`config.mk`:
```
export PLATFORM = sky130hd
export DESIGN_NAME = lsu_mem_master
export DESIGN_NICKNAME = d
export VERILOG_FILES = /design/src/rtl/lsu_mem_master.sv
export SDC_FILE = /design/constraint.sdc
export NUM_CORES = 1
export LEC_CHECK = 0
export CAP_MARGIN = 25
export CORE_MARGIN = 2
export CORE_UTILIZATION = 44
export CTS_CLUSTER_DIAMETER = 80
export CTS_CLUSTER_SIZE = 40
export DETAILED_ROUTE_END_ITERATION = 16
export PLACE_DENSITY = 0.81
export SLEW_MARGIN = 30
export SYNTH_ARGS = -nofsm -noshare
export SYNTH_HDL_FRONTEND = slang
export SYNTH_SLANG_ARGS = --single-unit
```
`constraint.sdc`:
```
create_clock -name clk -period 2.65 [get_ports clk]
set_input_delay 0.6625 -clock clk [delete_from_list [all_inputs] [get_ports clk]]
set_output_delay 0.6625 -clock clk [all_outputs]
set_load 0.005 [all_outputs]
```
`src/rtl/lsu_mem_master.sv`:
```
// Load/store requester for a word-addressed Memory with one combinational read port
// and one write port; sub-word stores are done as read-modify-write.
module lsu_mem_master #(
  parameter int DATA_WIDTH = 32,
  parameter int ADDR_WIDTH = 32,
  parameter int MEM_SIZE   = 1024,
  parameter int TAG_WIDTH  = 4
) (
  input  logic                  clk,
  input  logic                  reset,
  input  logic                  req_valid,
  output logic                  req_ready,
  input  logic                  req_is_store,
  input  logic [1:0]            req_size,
  input  logic                  req_unsigned,
  input  logic [ADDR_WIDTH-1:0] req_addr,
  input  logic [DATA_WIDTH-1:0] req_wdata,
  input  logic [TAG_WIDTH-1:0]  req_tag,
  output logic                  resp_valid,
  input  logic                  resp_ready,
  output logic [DATA_WIDTH-1:0] resp_rdata,
  output logic [TAG_WIDTH-1:0]  resp_tag,
  output logic                  resp_fault,
  output logic [ADDR_WIDTH-1:0] mem_read_addr,
  output logic                  mem_read_enable,
  input  logic [DATA_WIDTH-1:0] mem_read_data,
  output logic [ADDR_WIDTH-1:0] mem_write_addr,
  output logic [DATA_WIDTH-1:0] mem_write_data,
  output logic                  mem_write_enable
);

  typedef enum logic [1:0] {IDLE, READ, WRITE, RESP} state_t;

  state_t                r_state;
  state_t                w_nextState;
  logic [1:0]            r_addrLo;
  logic [1:0]            r_size;
  logic                  r_unsigned;
  logic                  r_isStore;
  logic                  r_fault;
  logic [TAG_WIDTH-1:0]  r_tag;
  logic [DATA_WIDTH-1:0] r_rdata;
  logic [DATA_WIDTH-1:0] r_wdata;
  logic [ADDR_WIDTH-1:0] r_wordIdx;

  logic                  w_accept;
  logic                  w_fault;
  logic [ADDR_WIDTH-1:0] w_wordIdx;
  logic [7:0]            w_byte;
  logic [15:0]           w_half;
  logic [DATA_WIDTH-1:0] w_loadExt;
  logic [DATA_WIDTH-1:0] w_merged;

  assign w_accept  = req_valid && req_ready;
  assign w_wordIdx = {2'b00, req_addr[ADDR_WIDTH-1:2]};
  assign w_fault   = (req_size == 2'b11)
                  || (req_size == 2'b01 && req_addr[0])
                  || (req_size == 2'b10 && req_addr[1:0] != 2'b00)
                  || (w_wordIdx >= ADDR_WIDTH'(MEM_SIZE));

  always_ff @(posedge clk) begin
    if (reset) r_state <= IDLE;
    else       r_state <= w_nextState;
  end

  always_comb begin
    w_nextState      = r_state;
    req_ready        = 1'b0;
    resp_valid       = 1'b0;
    mem_read_enable  = 1'b0;
    mem_write_enable = 1'b0;
    case (r_state)
      IDLE: begin
        req_ready = !reset;
        if (w_accept) begin
          if (w_fault)                              w_nextState = RESP;
          else if (req_is_store && req_size == 2'b10) w_nextState = WRITE;
          else                                      w_nextState = READ;
        end
      end
      READ: begin
        mem_read_enable = 1'b1;
        w_nextState     = r_isStore ? WRITE : RESP;
      end
      WRITE: begin
        mem_write_enable = !reset;
        w_nextState      = RESP;
      end
      RESP: begin
        resp_valid = !reset;
        if (resp_ready) w_nextState = IDLE;
      end
      default: w_nextState = IDLE;
    endcase
  end

  // Little-endian lane pick for loads, and lane replacement for sub-word stores.
  assign w_byte = mem_read_data[{r_addrLo, 3'b000} +: 8];
  assign w_half = mem_read_data[{r_addrLo[1], 4'b0000} +: 16];

  always_comb begin
    w_loadExt = mem_read_data;
    w_merged  = mem_read_data;
    case (r_size)
      2'b00: begin
        w_loadExt = r_unsigned ? {{(DATA_WIDTH-8){1'b0}}, w_byte}
                               : {{(DATA_WIDTH-8){w_byte[7]}}, w_byte};
        w_merged[{r_addrLo, 3'b000} +: 8] = r_wdata[7:0];
      end
      2'b01: begin
        w_loadExt = r_unsigned ? {{(DATA_WIDTH-16){1'b0}}, w_half}
                               : {{(DATA_WIDTH-16){w_half[15]}}, w_half};
        w_merged[{r_addrLo[1], 4'b0000} +: 16] = r_wdata[15:0];
      end
      default: ;
    endcase
  end

  always_ff @(posedge clk) begin
    if (reset) begin
      r_addrLo   <= '0;
      r_size     <= '0;
      r_unsigned <= 1'b0;
      r_isStore  <= 1'b0;
      r_fault    <= 1'b0;
      r_tag      <= '0;
      r_rdata    <= '0;
      r_wdata    <= '0;
      r_wordIdx  <= '0;
    end else if (w_accept) begin
      r_addrLo   <= req_addr[1:0];
      r_size     <= req_size;
      r_unsigned <= req_unsigned;
      r_isStore  <= req_is_store;
      r_fault    <= w_fault;
      r_tag      <= req_tag;
      r_rdata    <= '0;
      r_wdata    <= req_wdata;
      r_wordIdx  <= w_wordIdx;
    end else if (r_state == READ) begin
      if (r_isStore) r_wdata <= w_merged;
      else           r_rdata <= w_loadExt;
    end
  end

  assign resp_rdata     = r_rdata;
  assign resp_tag       = r_tag;
  assign resp_fault     = r_fault;
  assign mem_read_addr  = r_wordIdx;
  assign mem_write_addr = r_wordIdx;
  assign mem_write_data = r_wdata;

endmodule
```
==> flow_metrics.env <==
export IMPL_status="complete, no violations"
export IMPL_finalPower_mw=6.65
export IMPL_grtUsageMet2_pct=47.7
export IMPL_worstMarginPinSlew_ns=0.841
export IMPL_coreArea_um2=13300
export IMPL_dpl_cell_count=1113
export IMPL_synth_edf_count=0
export IMPL_setup_tns_ns=0
export IMPL_nFillCells=1140
export IMPL_async_flop_share_pct=0
export IMPL_drive_gt1_share_pct=8.50
export IMPL_use_met3_pct=6.06
export IMPL_leakage_nw=3.29
export IMPL_critPathLaunchType="flop"
export IMPL_post_synth_num_cell_types=58
export IMPL_grt_usage_pct=28.5
export IMPL_synthesis_area_um2=6040
export IMPL_synth_xor_area_share_pct=0
export IMPL_crit_fanout=7
export IMPL_postPlaceCellArea_um2=8410
export IMPL_relSlewSlack_pct=43.9
export IMPL_synth_seq_area_share_pct=35.4
export IMPL_finalCritPeriodShare_pct=91.5
export IMPL_synth_seq_cells=107
export IMPL_cts_buffers=9
export IMPL_drt_pass1_iter_count=5
export IMPL_cts_max_path_buffers=2
export IMPL_clk_latency_ns=0.36
export IMPL_num_rows=42
export IMPL_detail_route_antenna_nets=0
export IMPL_hold_slack_ns=0.455
export IMPL_finalInstanceArea_um2=8710
export IMPL_layout_setup_ws_ns=0.225
export IMPL_synth_top_family_by_area="simple AND/OR/NAND/NOR gates"
export IMPL_cts_reportedPaths_clkPinSlew_ns=0.08
export IMPL_hp_class="reg2reg"
export IMPL_fin_cells=1129
export IMPL_cts_resized_gates=0
export IMPL_die_w_um=121
export IMPL_dieArea_um2=14700
export IMPL_wire_per_inst_um=19.1
export IMPL_synth_ff_type="dfxtp_1"
export IMPL_grt_pass1_wl_um=32900
export IMPL_grt_max_degree=57
export IMPL_max_cap_viol_count=0
export IMPL_final_util_pct=65.2
export IMPL_cp_end_kind="output port"
export IMPL_critPathKind="reg2out"
export IMPL_synth_area_mux_share_pct=0.724
export IMPL_grt_met1_usage_pct=36.0
export IMPL_cts_root_buffer="clkbuf_16"
export IMPL_ys_warn_count=0
export IMPL_finalMaxSlewViolations=0
export IMPL_drt_iter0_markers=597
export IMPL_top_usage_layer="met2"
export IMPL_min_period_ns=2.43
export IMPL_synth_simple_gate_area_share_pct=28.4
export IMPL_required_ns=1.99
export IMPL_die_h_um=121
export IMPL_hold_violations=0
export IMPL_ir_drop_mv=0.396
export IMPL_synth_compound_area_share_pct=24.0
export IMPL_totalWireLength_um=21600
export IMPL_diodes=0
export IMPL_drc=0
export IMPL_setup_violations_final=0
export IMPL_place_hpwl_um=15800
export IMPL_rsz0062_at_grt="false"
export IMPL_post_cts_buffers=0
export IMPL_grt_pass1_vias=6102
export IMPL_io_pins=245
export IMPL_fmax_ghz=0.412
export IMPL_pwr_density_cell_nw_per_um2=764
export IMPL_htree_levels=3
export IMPL_pre_cts_ws_ns=0.261
export IMPL_cts_sinks=107
export IMPL_port_buffers=240
export IMPL_syn2layout_area_growth_pct=44.0
export IMPL_postCtsHoldBufs=0
export IMPL_grt_ovfl_total=0
export IMPL_crit_arrival_ns=1.76
export IMPL_num_vias=6584
export IMPL_synthAdderAreaFrac_pct=2.07
export IMPL_antenna_found_initial=0
export IMPL_syn_area_per_cell_um2=7.98
export IMPL_cts_tree="built"
export IMPL_gp_congestion=0.938
export IMPL_vias_per_cell=5.83
export IMPL_final_nets=1066
export IMPL_start_util_pct=45.3
export IMPL_skew_ns=0.0115
export IMPL_netlist_instances=757
-- power breakdown --
group	internal, mW	switching, mW	leakage, nW
combinational	1.55	1.44	2.26
sequential	1.98	0.308	0.876
clock	0.674	0.705	0.145
-- synth_stat cells (3+ instances only) --
master	count	area share (%)
nand2_1	135	8.4
dfxtp_1	107	35
o21ai_0	72	6.0
a21oi_1	61	5.1
nand3b_1	54	6.7
buf_4	37	4.6
clkbuf_1	28	1.7
buf_2	23	1.9
a2111oi_0	22	3.2
nor2b_1	21	2.2
or3b_2	15	2.2
nor2_1	12	0.75
nand3_1	11	0.91
ha_1	10	2.1
nand2b_1	10	1.0
a21o_1	9	1.1
a221oi_1	9	1.3
nor3_1	9	0.75
a22o_1	8	1.2
a22oi_1	8	0.99
and3_1	8	0.83
nor3b_1	8	0.99
a211o_1	7	1.0
a311oi_1	6	0.87
nor4_1	6	0.62
or2_2	6	0.62
or3_1	6	0.62
inv_1	5	0.31
buf_6	4	0.75
o31ai_1	4	0.50
a21oi_2	3	0.43
-- final cells by class --
cell class	count	area, um^2	area share (%)
tap	176	220	2.53
multi-input combinational	555	3350	38.5
inverter	5	18.8	0.216
sequential	107	2140	24.6
clock buffer	9	225	2.59
clock inverter	7	75.1	0.862
timing repair buffer	270	2670	30.7
-- layer usage --
metal  vias up  share of wire, %  wire [um]
li1       3074                 -          -
met1      3068                40       8580
met2       398                48      10300
met3        44               9.8       2110
met4         0               2.9        619
met5         -                 0          0
-- registers in the layout (all words and copies together), names as in the netlist, 2 cells and up --
name / flops
mem_read_addr: 30
mem_write_data: 32
r_addrLo: 2
r_size: 2
r_state: 2
resp_rdata: 32
resp_tag: 4
-- worst max-delay path, stage by stage (launching register included) --
cell	delay (ns)
dfxtp_1	0.33
inv_1	0.12
ha_1	0.29
nor2b_1	0.16
clkdlybuf4s50_1	0.51
-- final timing paths --
kind | to | startpoint | depth (start not counted) | slack (ns)
setup / recovery | req_ready | r_state[0] | 4 | 0.22
hold / removal | mem_write_data[18] | mem_write_data[18] | 2 | 0.45
setup reg to reg | mem_write_data[15] | r_addrLo[1] | 6 | 0.39
hold reg to reg | mem_write_data[18] | mem_write_data[18] | 2 | 0.45
-- cells by family (layout without fill, tap and decap cells) --
logic type      after synthesis  count (layout)
compound gates              226             226
fa+ha+maj                    10              10
buf+inv                      98             291
flops                       107             107
mux                           3               3
other cells                   1               4
simple gates                312             312
-- cell usage in the layout (no fill, tap or decap), drive strengths merged, types with 2 or more instances in the layout --
master         count
nor2              12
o311ai             2
and3               8
a22o               8
nor4               7
nor2b             21
nor3              10
nand3             11
clkdlybuf4s50    239
dfxtp            107
a22oi              8
a21o               9
or3b              15
and2               2
or2                6
nand3b            54
inv               10
a221oi             9
a21oi             64
conb               4
nor3b              9
nand2            135
a211o              7
clkbuf             9
o21a               2
o31a               2
nand2b            10
o21ai             74
and3b              2
a311oi             6
buf               31
a2111oi           22
o31ai              4
o21bai             2
ha                10
or3                6
No activity file was read; power rests on OpenSTA's default activity.
